## src/rtl/ram_arbiter_pkg.sv

```systemverilog
// Shared types and the two-requester pick function used by the BRAM write/read arbiters.
package ram_arbiter_pkg;

    localparam int NUM_MASTERS = 2;

    typedef logic [NUM_MASTERS-1:0] master_vec_t;

    // One-hot grant: a lone requester always wins, a tie goes to the master named by ptr.
    function automatic master_vec_t rr_pick(input master_vec_t req, input logic ptr);
        master_vec_t gnt;
        if (req == 2'b11) begin
            gnt = ptr ? 2'b10 : 2'b01;
        end else begin
            gnt = req;
        end
        return gnt;
    endfunction

endpackage

```

## src/rtl/rr_arb2.sv

```systemverilog
// Two-requester arbiter with a registered round-robin pointer and a combinational one-hot grant.
module rr_arb2
    import ram_arbiter_pkg::*;
#(
    parameter bit RR_EN = 1'b1
) (
    input  logic        clk,
    input  logic        rst,
    input  master_vec_t i_req,
    input  logic        i_en_update,
    output master_vec_t o_gnt
);

    logic        r_ptr;
    logic        w_ptr_eff;
    master_vec_t w_gnt;

    // Fixed priority is just round-robin with the pointer pinned at master 0.
    assign w_ptr_eff = RR_EN ? r_ptr : 1'b0;
    assign w_gnt     = rr_pick(i_req, w_ptr_eff);
    assign o_gnt     = w_gnt;

    always_ff @(posedge clk) begin
        if (rst) begin
            r_ptr <= 1'b0;
        end else if (i_en_update && (|w_gnt)) begin
            r_ptr <= w_gnt[0];
        end
    end

endmodule

```

## src/rtl/ram_arbiter.sv

```systemverilog
// Shares one simple-dual-port BRAM between two req/gnt masters, with independent write and read arbitration.
module ram_arbiter
    import ram_arbiter_pkg::*;
#(
    parameter int ADDR_LEN      = 8,
    parameter int DATA_LEN      = 32,
    parameter bit RR_EN         = 1'b1,
    parameter bit COLLIDE_STALL = 1'b1
) (
    input  logic                   clk,
    input  logic                   rst,
    input  logic [NUM_MASTERS-1:0] m_wreq,
    output logic [NUM_MASTERS-1:0] m_wgnt,
    input  logic [ADDR_LEN-1:0]    m0_waddr,
    input  logic [ADDR_LEN-1:0]    m1_waddr,
    input  logic [DATA_LEN-1:0]    m0_wdata,
    input  logic [DATA_LEN-1:0]    m1_wdata,
    input  logic [NUM_MASTERS-1:0] m_rreq,
    output logic [NUM_MASTERS-1:0] m_rgnt,
    input  logic [ADDR_LEN-1:0]    m0_raddr,
    input  logic [ADDR_LEN-1:0]    m1_raddr,
    output logic [DATA_LEN-1:0]    m_rdata,
    output logic [NUM_MASTERS-1:0] m_rvalid,
    output logic                   ram_wr_req,
    output logic [ADDR_LEN-1:0]    ram_wr_addr,
    output logic [DATA_LEN-1:0]    ram_wr_data,
    output logic [ADDR_LEN-1:0]    ram_rd_addr,
    input  logic [DATA_LEN-1:0]    ram_rd_data
);

    master_vec_t         w_wreq;
    master_vec_t         w_rreq;
    master_vec_t         w_wpick;
    master_vec_t         w_rpick;
    logic [ADDR_LEN-1:0] w_raddr;
    logic                w_collide;
    logic [ADDR_LEN-1:0] r_raddr;
    master_vec_t         r_rsel;

    // Masking requests during reset keeps every grant, and hence every pointer update, quiet.
    assign w_wreq = rst ? '0 : m_wreq;
    assign w_rreq = rst ? '0 : m_rreq;

    rr_arb2 #(.RR_EN(RR_EN)) u_warb (
        .clk         (clk),
        .rst         (rst),
        .i_req       (w_wreq),
        .i_en_update (1'b1),
        .o_gnt       (w_wpick)
    );

    rr_arb2 #(.RR_EN(RR_EN)) u_rarb (
        .clk         (clk),
        .rst         (rst),
        .i_req       (w_rreq),
        .i_en_update (~w_collide),
        .o_gnt       (w_rpick)
    );

    assign m_wgnt      = w_wpick;
    assign ram_wr_req  = |w_wpick;
    assign ram_wr_addr = w_wpick[1] ? m1_waddr : m0_waddr;
    assign ram_wr_data = w_wpick[1] ? m1_wdata : m0_wdata;

    // A stalled read keeps its pointer, so it is re-granted next cycle and sees the new data.
    assign w_raddr   = w_rpick[1] ? m1_raddr : m0_raddr;
    assign w_collide = COLLIDE_STALL && ram_wr_req && (|w_rpick) && (w_raddr == ram_wr_addr);
    assign m_rgnt    = w_collide ? '0 : w_rpick;

    always_ff @(posedge clk) begin
        if (rst) begin
            r_raddr <= '0;
            r_rsel  <= '0;
        end else begin
            r_rsel <= m_rgnt;
            if (|m_rgnt) begin
                r_raddr <= w_raddr;
            end
        end
    end

    assign ram_rd_addr = rst ? '0 : ((|m_rgnt) ? w_raddr : r_raddr);
    assign m_rvalid    = rst ? '0 : r_rsel;
    assign m_rdata     = ram_rd_data;

endmodule

```

## config.mk

```make
export PLATFORM = sky130hd
export DESIGN_NAME = ram_arbiter
export DESIGN_NICKNAME = d
export VERILOG_FILES = /design/src/rtl/ram_arbiter_pkg.sv /design/src/rtl/rr_arb2.sv /design/src/rtl/ram_arbiter.sv
export SDC_FILE = /design/constraint.sdc
export NUM_CORES = 1
export LEC_CHECK = 0
export ABC_AREA = 0
export ABC_CLOCK_PERIOD_IN_PS = 8200
export BUFFER_PORTS_ARGS = -buffer_cell sky130_fd_sc_hd__buf_2
export CAP_MARGIN = 20
export CORE_AREA = 4 4 83 85
export DETAILED_ROUTE_END_ITERATION = 7
export DIE_AREA = 0 0 87 89
export HOLD_SLACK_MARGIN = 0.1
export MAX_ROUTING_LAYER = met4
export PLACE_DENSITY = 0.79
export SYNTH_ARGS = -nofsm -noshare
export SYNTH_HDL_FRONTEND = slang
export SYNTH_SLANG_ARGS = --single-unit
```

## constraint.sdc

```tcl
create_clock -name clk -period 8.2 [get_ports clk]
set_input_delay 2.46 -clock clk [delete_from_list [all_inputs] [get_ports clk]]
set_output_delay 2.46 -clock clk [all_outputs]
set_load 0.01 [all_outputs]
```

==> impl_metrics.yaml <==
timing:
  setup_viol: 0
  grt_setup_unrepaired: "false"
  period_needed_ns: 7.49
  period_share: 0.914
  finalHoldViolations: 0
  relSlewSlack: 0.383
  worst_pin_slew_ns: 0.924
  setup_tns_ns: 0
  final_max_slew_viol_count: 0
  skew_ns: 0.00315
  fmax_ghz: 0.133
synth:
  synth-edff-count: 0
  synthCells: 246
  synth_top_area_frac: 0.256
  synth_area_sq_mm: 0.00156
  synth.area.top_cells: "nand2_1, buf_4, dfxtp_1"
  ys_warn_count: 0
  syn-num-nets: 380
  synth_most_common_cell: "nand2_1"
  seq_area_frac_synth: 0.154
  async_reset_ff_frac: 0
  synth_cell_types: 35
  ys.flop_type: "dfxtp_1"
  synth_area_per_cell_sq_um: 6.32
  ys_seq_elements: 12
  synth_common_cells: "nand2_1, buf_4, dfxtp_1, inv_1, a21oi_1"
  yosysTopAreaCell: "nand2_1"
power_and_ir_drop:
  peakVddDrop_mv: 0.0868
  power_mw: 0.231
  switching_share: 0.356
  p_seq_frac: 0.280
  leakage_nw: 1.32
  p_int_mw: 0.149
  clkPwrFrac: 0.226
  combPwrFrac: 0.494
  netSwitchingPower_mw: 0.0822
  powerDensity_mw_per_mm2: 105
route:
  via_per_inst: 4.45
  wl_um: 6200
  drc: 0
  first_pass_iters: 4
  antenna_left: 0
  wl_per_cell_um: 14.0
  dr.first_iter.drc_count: 51
  vias: 1964
worst_setup_path:
  worstPathRequired_ns: 5.74
  critPathMaxFanout: 19
  worstSetupEndpointType: "primary output"
  critPathArrivalTime_ns: 5.03
  path_class: "in2out"
  crit_path_start_kind: "input port"
cells_and_area:
  layout-drive-gt1-share: 0.475
  final_nets: 500
  area_growth_syn_to_layout_pct: 41.1
  n_fill_cell: 685
  diodes: 0
clock_network:
  clockBufferDepth: 2
  postCtsSetupRepairBufs: 0
  cts-htree-levels: 1
  cts_root_buffer: "clkbuf_8"
  clk_latency_ns: 0.24
  cts_tree: "built"
  ctsHoldBuffers: 0
  clk_pin_slew_worst_paths_ns: 0.05
  cts.sinks: 12
  numCtsBuffers: 3
  cts_resized: 0
global_route:
  grt_antenna_before_repair: 0
  grt_pass1_vias: 1867
  grt_max_degree: 34
  grt_overflow_total: 0
  grt_pass1_wl_um: 8870
  track_usage: 0.147
flow_run:
  cap_violations: 0
place:
  port_buffers: 156
  hpwlAfterDp_um: 5400
  gp_congestion: 0.863
floorplan:
  rows: 29
  dieWidth_um: 87
  start_util: 0.251
  die_h_um: 89
  dieArea_sq_mm: 0.00774
  core_area_sq_mm: 0.00620
  num_io_pins: 221
hold_path:
  hold_class: "reg2reg"
status:
  run_status: "finished clean"
power by group through the flow:
stage               combinational [mW]  clock [mW]  sequential, mW
finish                           0.114      0.0522          0.0647
global route                     0.126      0.0581          0.0652
CTS                              0.116      0.0533          0.0646
detailed placement               0.115           0          0.0657
global placement                 0.113           0          0.0655
floorplan                       0.0765           0          0.0653
per-stage QoR:
step,setup WS [ns],area (sq um),utilization,hold slack (ns),instances
floorplan,1.30,1560,-,0.454,246
global placement,0.838,2150,0.347,0.441,438
detailed placement,0.731,2150,0.347,0.442,438
CTS,0.703,2190,0.354,0.453,441
global route,0.479,2190,0.354,0.482,441
finish,0.706,2190,0.354,0.452,441
routing by layer:
layer | track usage | wire length [um]
met1 | 0.155 | 2220
met5 | - | 0
met2 | 0.277 | 3200
met3 | 0.0276 | 625
met4 | 0.0467 | 147
layout make-up:
cell class / count / area (sq um) / share of cell area
timing repair buffer: 158 / 796 / 0.363
multi-input combinational: 179 / 976 / 0.445
sequential: 12 / 240 / 0.109
tap: 77 / 96.3 / 0.0439
clock buffer: 3 / 41.3 / 0.0188
inverter: 12 / 45.0 / 0.0205
logic make-up after synthesis:
family | share of synthesized area
flops | 0.154
buf+inv | 0.218
compound gates | 0.139
simple gates | 0.369
xor+xnor | 0.0282
mux | 0.0909
critical path, stage by stage:
cell and delay (ns):
buf_2 0.29, nor2b_4 0.08, nand2_2 0.32, mux2_2 0.41, xnor2_1 0.15, and4bb_1 0.35, a211o_1 0.44, a211oi_1 0.35
buf_2 0.19
registers in the layout, indices dropped and copies added (netlist names):
| signal | count |
|---|---|
| u_warb.r_ptr | 1 |
| r_raddr | 8 |
| u_rarb.r_ptr | 1 |
| r_rsel | 2 |
cell usage in the layout (no fill, tap or decap):
cell type	count
a2111oi_0	1
a211o_1	1
a211oi_1	8
a21o_1	2
a21oi_1	10
a221oi_1	2
a222oi_1	1
and2_1	3
and2_4	1
and2b_2	1
and3_1	4
and4bb_1	1
buf_2	156
buf_4	2
clkbuf_8	3
dfxtp_1	12
inv_1	12
mux2_2	5
mux2_4	1
mux2i_1	7
nand2_1	106
nand2_2	1
nand2b_1	1
nand2b_4	1
nor2_1	4
nor2_8	1
nor2b_1	2
nor2b_4	1
nor3_1	3
o2111ai_1	2
o21a_1	1
o21ai_0	2
o221a_1	1
xnor2_1	5
worst paths after layout:
path                                           startpoint                  to  slack (ns)  cells after the start
worst max register to register  u_warb.r_ptr$_SDFFE_PP0P_  r_raddr[1]$_DFF_P_        5.57                      7
worst max-delay path                                  rst      ram_rd_addr[1]        0.71                      9
worst min register to register         r_raddr[7]$_DFF_P_  r_raddr[7]$_DFF_P_        0.45                      2
worst min-delay path                   r_raddr[7]$_DFF_P_  r_raddr[7]$_DFF_P_        0.45                      2
Note: power is estimated with default switching activity, not from simulation.
